<file path="src/rtl/mem_port_arbiter.sv">
// mem_port_arbiter: shares one memory port between fetch and data requests, one registered resp pulse per grant.
// Define MEM_ARB_RR_EN for round-robin arbitration on simultaneous requests (default: data over inst).
module mem_port_arbiter #(
  parameter int WIDTH = 32
) (
  input  logic               clk,
  input  logic               rst,
  input  logic               inst_read,
  input  logic [WIDTH-1:0]   inst_addr,
  output logic [WIDTH-1:0]   inst_rdata,
  output logic               inst_resp,
  input  logic               data_read,
  input  logic               data_write,
  input  logic [WIDTH-1:0]   data_addr,
  input  logic [WIDTH-1:0]   data_wdata,
  input  logic [WIDTH/8-1:0] data_mbe,
  output logic [WIDTH-1:0]   data_rdata,
  output logic               data_resp,
  output logic               mem_read,
  output logic               mem_write,
  output logic [WIDTH-1:0]   mem_addr,
  output logic [WIDTH-1:0]   mem_wdata,
  output logic [WIDTH/8-1:0] mem_byte_enable,
  input  logic [WIDTH-1:0]   mem_rdata,
  input  logic               mem_resp
);
  localparam int BW = WIDTH / 8;
  typedef enum logic [1:0] {IDLE, INST, DATA, DONE} state_t;
  state_t           state_q, state_d;
  logic             side_q, side_d, we_q, we_d, gnt_data;
  logic [WIDTH-1:0] addr_q, addr_d, wdata_q, wdata_d, irdata_q, irdata_d, drdata_q, drdata_d;
  logic [BW-1:0]    mbe_q, mbe_d;
`ifdef MEM_ARB_RR_EN
  logic             rr_q, rr_d;
  assign gnt_data = (data_read | data_write) & (!inst_read | rr_q);
`else
  assign gnt_data = data_read | data_write;
`endif
  always_ff @(posedge clk or negedge rst) begin
    if (!rst) begin
      state_q  <= IDLE;
      side_q   <= 1'b0;
      we_q     <= 1'b0;
      addr_q   <= '0;
      wdata_q  <= '0;
      mbe_q    <= '0;
      irdata_q <= '0;
      drdata_q <= '0;
`ifdef MEM_ARB_RR_EN
      rr_q     <= 1'b1;
`endif
    end else begin
      state_q  <= state_d;
      side_q   <= side_d;
      we_q     <= we_d;
      addr_q   <= addr_d;
      wdata_q  <= wdata_d;
      mbe_q    <= mbe_d;
      irdata_q <= irdata_d;
      drdata_q <= drdata_d;
`ifdef MEM_ARB_RR_EN
      rr_q     <= rr_d;
`endif
    end
  end
  always_comb begin
    state_d  = state_q;
    side_d   = side_q;
    we_d     = we_q;
    addr_d   = addr_q;
    wdata_d  = wdata_q;
    mbe_d    = mbe_q;
    irdata_d = irdata_q;
    drdata_d = drdata_q;
`ifdef MEM_ARB_RR_EN
    rr_d     = rr_q;
`endif
    unique case (state_q)
      IDLE: if (gnt_data | inst_read) begin
        state_d = gnt_data ? DATA : INST;
        side_d  = gnt_data;
        we_d    = gnt_data & data_write;
        addr_d  = gnt_data ? data_addr : inst_addr;
        wdata_d = gnt_data ? data_wdata : '0;
        mbe_d   = (gnt_data & data_write) ? data_mbe : '1;
      end
      INST, DATA: if (mem_resp) begin
        state_d = DONE;
        if (state_q == INST) irdata_d = mem_rdata;
        else if (!we_q) drdata_d = mem_rdata;
      end
      DONE: begin
        state_d = IDLE;
`ifdef MEM_ARB_RR_EN
        rr_d    = !rr_q;
`endif
      end
    endcase
  end
  always_comb begin
    mem_read        = (state_q == INST) | ((state_q == DATA) & !we_q);
    mem_write       = (state_q == DATA) & we_q;
    inst_resp       = (state_q == DONE) & !side_q;
    data_resp       = (state_q == DONE) & side_q;
    mem_addr        = addr_q;
    mem_wdata       = wdata_q;
    mem_byte_enable = mbe_q;
    inst_rdata      = irdata_q;
    data_rdata      = drdata_q;
  end
endmodule

</file>
<file path="config.mk">
export PLATFORM = sky130hd
export DESIGN_NAME = mem_port_arbiter
export DESIGN_NICKNAME = d
export VERILOG_FILES = /design/src/rtl/mem_port_arbiter.sv
export SDC_FILE = /design/constraint.sdc
export NUM_CORES = 1
export LEC_CHECK = 0
export BUFFER_PORTS_ARGS = -buffer_cell sky130_fd_sc_hd__buf_2
export CAP_MARGIN = 10
export CELL_PAD_IN_SITES_DETAIL_PLACEMENT = 0
export CELL_PAD_IN_SITES_GLOBAL_PLACEMENT = 2
export CORE_ASPECT_RATIO = 1.5
export CORE_UTILIZATION = 28
export CTS_CLUSTER_DIAMETER = 200
export DETAILED_ROUTE_END_ITERATION = 7
export PLACE_DENSITY_LB_ADDON = 0.1
export SYNTH_ARGS = -nofsm -noshare
export SYNTH_HDL_FRONTEND = slang
export SYNTH_SLANG_ARGS = --single-unit
export TNS_END_PERCENT = 30
</file>
<file path="constraint.sdc">
create_clock -name clk -period 2.18 [get_ports clk]
set_input_delay 0 -clock clk [delete_from_list [all_inputs] [get_ports clk]]
set_output_delay 0 -clock clk [all_outputs]
set_load 0.02 [all_outputs]
</file>
==> qor.csv <==
metric,value,unit
DIE AREA,20200,um^2
"Primary FF master, synth",dfrtp_1,
Synth area leader,dfrtp_1,
"top cells by area, synth","dfrtp_1 (62%), mux2_2 (13%), mux2i_1 (6.2%)",
sequential fraction of the synthesis area,62.0,%
worst skew pair latency,0.41,ns
Post-Synthesis Net Count,539,
top sig layer,met5,
unrepaired setup endpoints after global routing,no,
critical path class,in2reg,
CP startpoint,data_write,
Final TNS setup,0,ns
placed instance area,7150,um^2
Detailed Route WL,15.4,mm
first-pass GRT wire length,24.3,mm
initial antenna violation count,2,
TritonRoute pass-1 iters,4,
Yosys reg bits,136,
I/O pin cnt,274,
Root Buffer,clkbuf_16,
Starting Density,28.6,%
htree depth,4,
CP Launch Type,input port,
Cell Pwr Density,1450,nW/um^2
Post-synth top cells,"dfrtp_1 (136), mux2_2 (63), nand2_1 (40)",
Final Cycle Share,88.8,%
M1 WL,5.99,mm
chip height,173,um
IO buf count,273,
WHS,0.0729,ns
r2r startpoint,state_q[0],
ys async rst share,100,%
Relative slew margins,71.0,%
layout overhead on the synthesized area,66.1,%
Routed wire per std cell,14.4,um
maximum vdd ir drop,0.000484,V
status,"complete, no violations",
metal3 WL,1.08,mm
Yosys top cell area share,62.0,%
Hold Crit Class,in2reg,
Yosys cell types,23,
worst reg-to-reg path cell count,5,
post-cts sizing count,0,
Final Wtd Congestion,0.710,
synthesized area per cell,13.9,um^2
GRT Total Usage,15.8,%
synth warn,0,
crit path time final,1.94,ns
FP Rows,62,
pins over their slew limit,0,
Cells after Synth,395,
core area,19200,um^2
initial drt markers,141,
Least-Margin Pin Slew,0.435,ns
CTS Sinks,136,
post-synthesis cell area,5490,um^2
GRT overflow,0,
Fin Clk Skew,0.0106,ns
via count,4668,
worst path required time,2.46,ns
WP data arrival,2.22,ns
layout cell share with drive strength beyond 1,46.5,%
detailed-placement wirelength estimate,10.6,mm
TritonCTS clock tree,yes,
Antenna Cells,0,
Die Wd,116,um
Max Cap Viol,0,
# DRC,0,
Final Hold Fails,0,
"count leader, synth",dfrtp_1,
Fillers,1848,
CP Capture Type,flop,
clock buffer count from CTS,17,
Crit Path Max Fanout,20,
FMAX,516,MHz
Bufs on Longest Clock Path,2,
fin area,9110,um^2
post-route ant nets,0,
Layout Nets,948,
hold_sp,mem_resp,
Clock transition at path regs,0.06,ns
leakage,4.50,nW
final setup vio count,0,
vias per cell,4.35,
hold path depth,4,
Post-synth EDFFs,0,
largest net degree at the start of global routing,72,
met2 wire length,8.07,mm
number of global-route vias before repair,4918,
==> kinds of logic after synthesis <==
kind of cell	Yosys count	synth area share, %
flops	136	62.0
mux	99	19.5
compound gates	73	9.30
simple gates	51	4.52
buf+inv	30	3.24
fa+ha+maj	6	1.37
==> area by class of cell <==
class / instances / area, um^2 / share of cell area (%)
Sequential cell: 136 / 3400 / 37.4
Clock buffer: 18 / 439 / 4.82
Timing Repair Buffer: 415 / 2840 / 31.1
Clock inverter: 14 / 185 / 2.03
Tap cell: 256 / 320 / 3.52
Inverter: 5 / 18.8 / 0.206
Multi-Input combinational cell: 229 / 1910 / 20.9
==> critical path, stage by stage <==
cell           delay, ns
dlygate4sd3_1       0.53
buf_2               0.20
nor2_8              0.40
buf_12              0.23
mux2i_1             0.20
dlygate4sd3_1       0.57
o21ai_0             0.07
==> state kept, by name, summed over array words and instances, names as in the netlist <==
| register | count |
|---|---|
| inst_rdata | 32 |
| mem_addr | 32 |
| mem_byte_enable | 4 |
| data_rdata | 32 |
| mem_wdata | 32 |
| side_q | 1 |
| state_q | 2 |
| we_q | 1 |
==> final timing paths <==
kind	slack (ns)	endpoint
worst max-delay path	0.24	mem_addr[23]
worst min-delay path	0.07	state_q[0]
worst max register to register	0.26	data_rdata[18]
worst min register to register	0.47	mem_byte_enable[0]
max in group asynchronous	1.37	mem_byte_enable[2]
min in group asynchronous	0.08	inst_rdata[5]
==> layout by cell type, fill, tap and decap left out <==
| cell | instances |
|---|---|
| nor4b_4 | 1 |
| buf_12 | 5 |
| nor2b_2 | 1 |
| clkinvlp_4 | 3 |
| nor2_8 | 1 |
| mux2_1 | 2 |
| nand2_1 | 40 |
| inv_8 | 1 |
| a21oi_1 | 1 |
| dfrtp_1 | 136 |
| o21ai_1 | 7 |
| clkinv_4 | 1 |
| o21ai_0 | 29 |
| mux2_2 | 63 |
| clkbuf_8 | 1 |
| and2_1 | 2 |
| o31ai_4 | 1 |
| clkbuf_16 | 17 |
| mux2i_1 | 34 |
| ha_1 | 6 |
| a22o_1 | 32 |
| buf_4 | 3 |
| bufinv_16 | 3 |
| buf_6 | 1 |
| nor2_1 | 1 |
| a21o_1 | 2 |
| nor2b_1 | 5 |
| buf_2 | 272 |
| a32oi_1 | 1 |
| inv_6 | 6 |
| dlygate4sd3_1 | 134 |
| inv_1 | 5 |
==> repair_timing <==
item / CTS / global route
setup buffers: 0 / 0
hold buffers: 134 / 0
endpoints found under the hold margin: 269 / 0
setup endpoints to repair: 0 / 0
==> per-layer routing <==
metal  global-route usage, %  up-vias
li1                        -     2217
met1                    17.0     2248
met2                    27.9      185
met3                    4.72       16
met4                    6.62        2
met5                       0        -
==> power breakdown <==
group          total (mW)  switching, mW  internal (mW)
clock network        3.05           1.19           1.86
registers            4.41          0.630           3.78
logic                5.74           3.33           2.42
==> per-stage QoR <==
| stage | cells | util (%) | setup slack, ns | total power, mW |
|---|---|---|---|---|
| after floorplan | 395 | - | 0.409 | 8.06 |
| after global placement | 907 | 37.3 | 0.363 | 9.96 |
| after detailed placement | 907 | 37.3 | 0.267 | 10.1 |
| after CTS | 1073 | 47.6 | 0.237 | 13.4 |
| after global routing | 1073 | 47.6 | 0.123 | 14.1 |
| final | 1073 | 47.6 | 0.244 | 13.2 |
(Power assumes the default switching activity.)
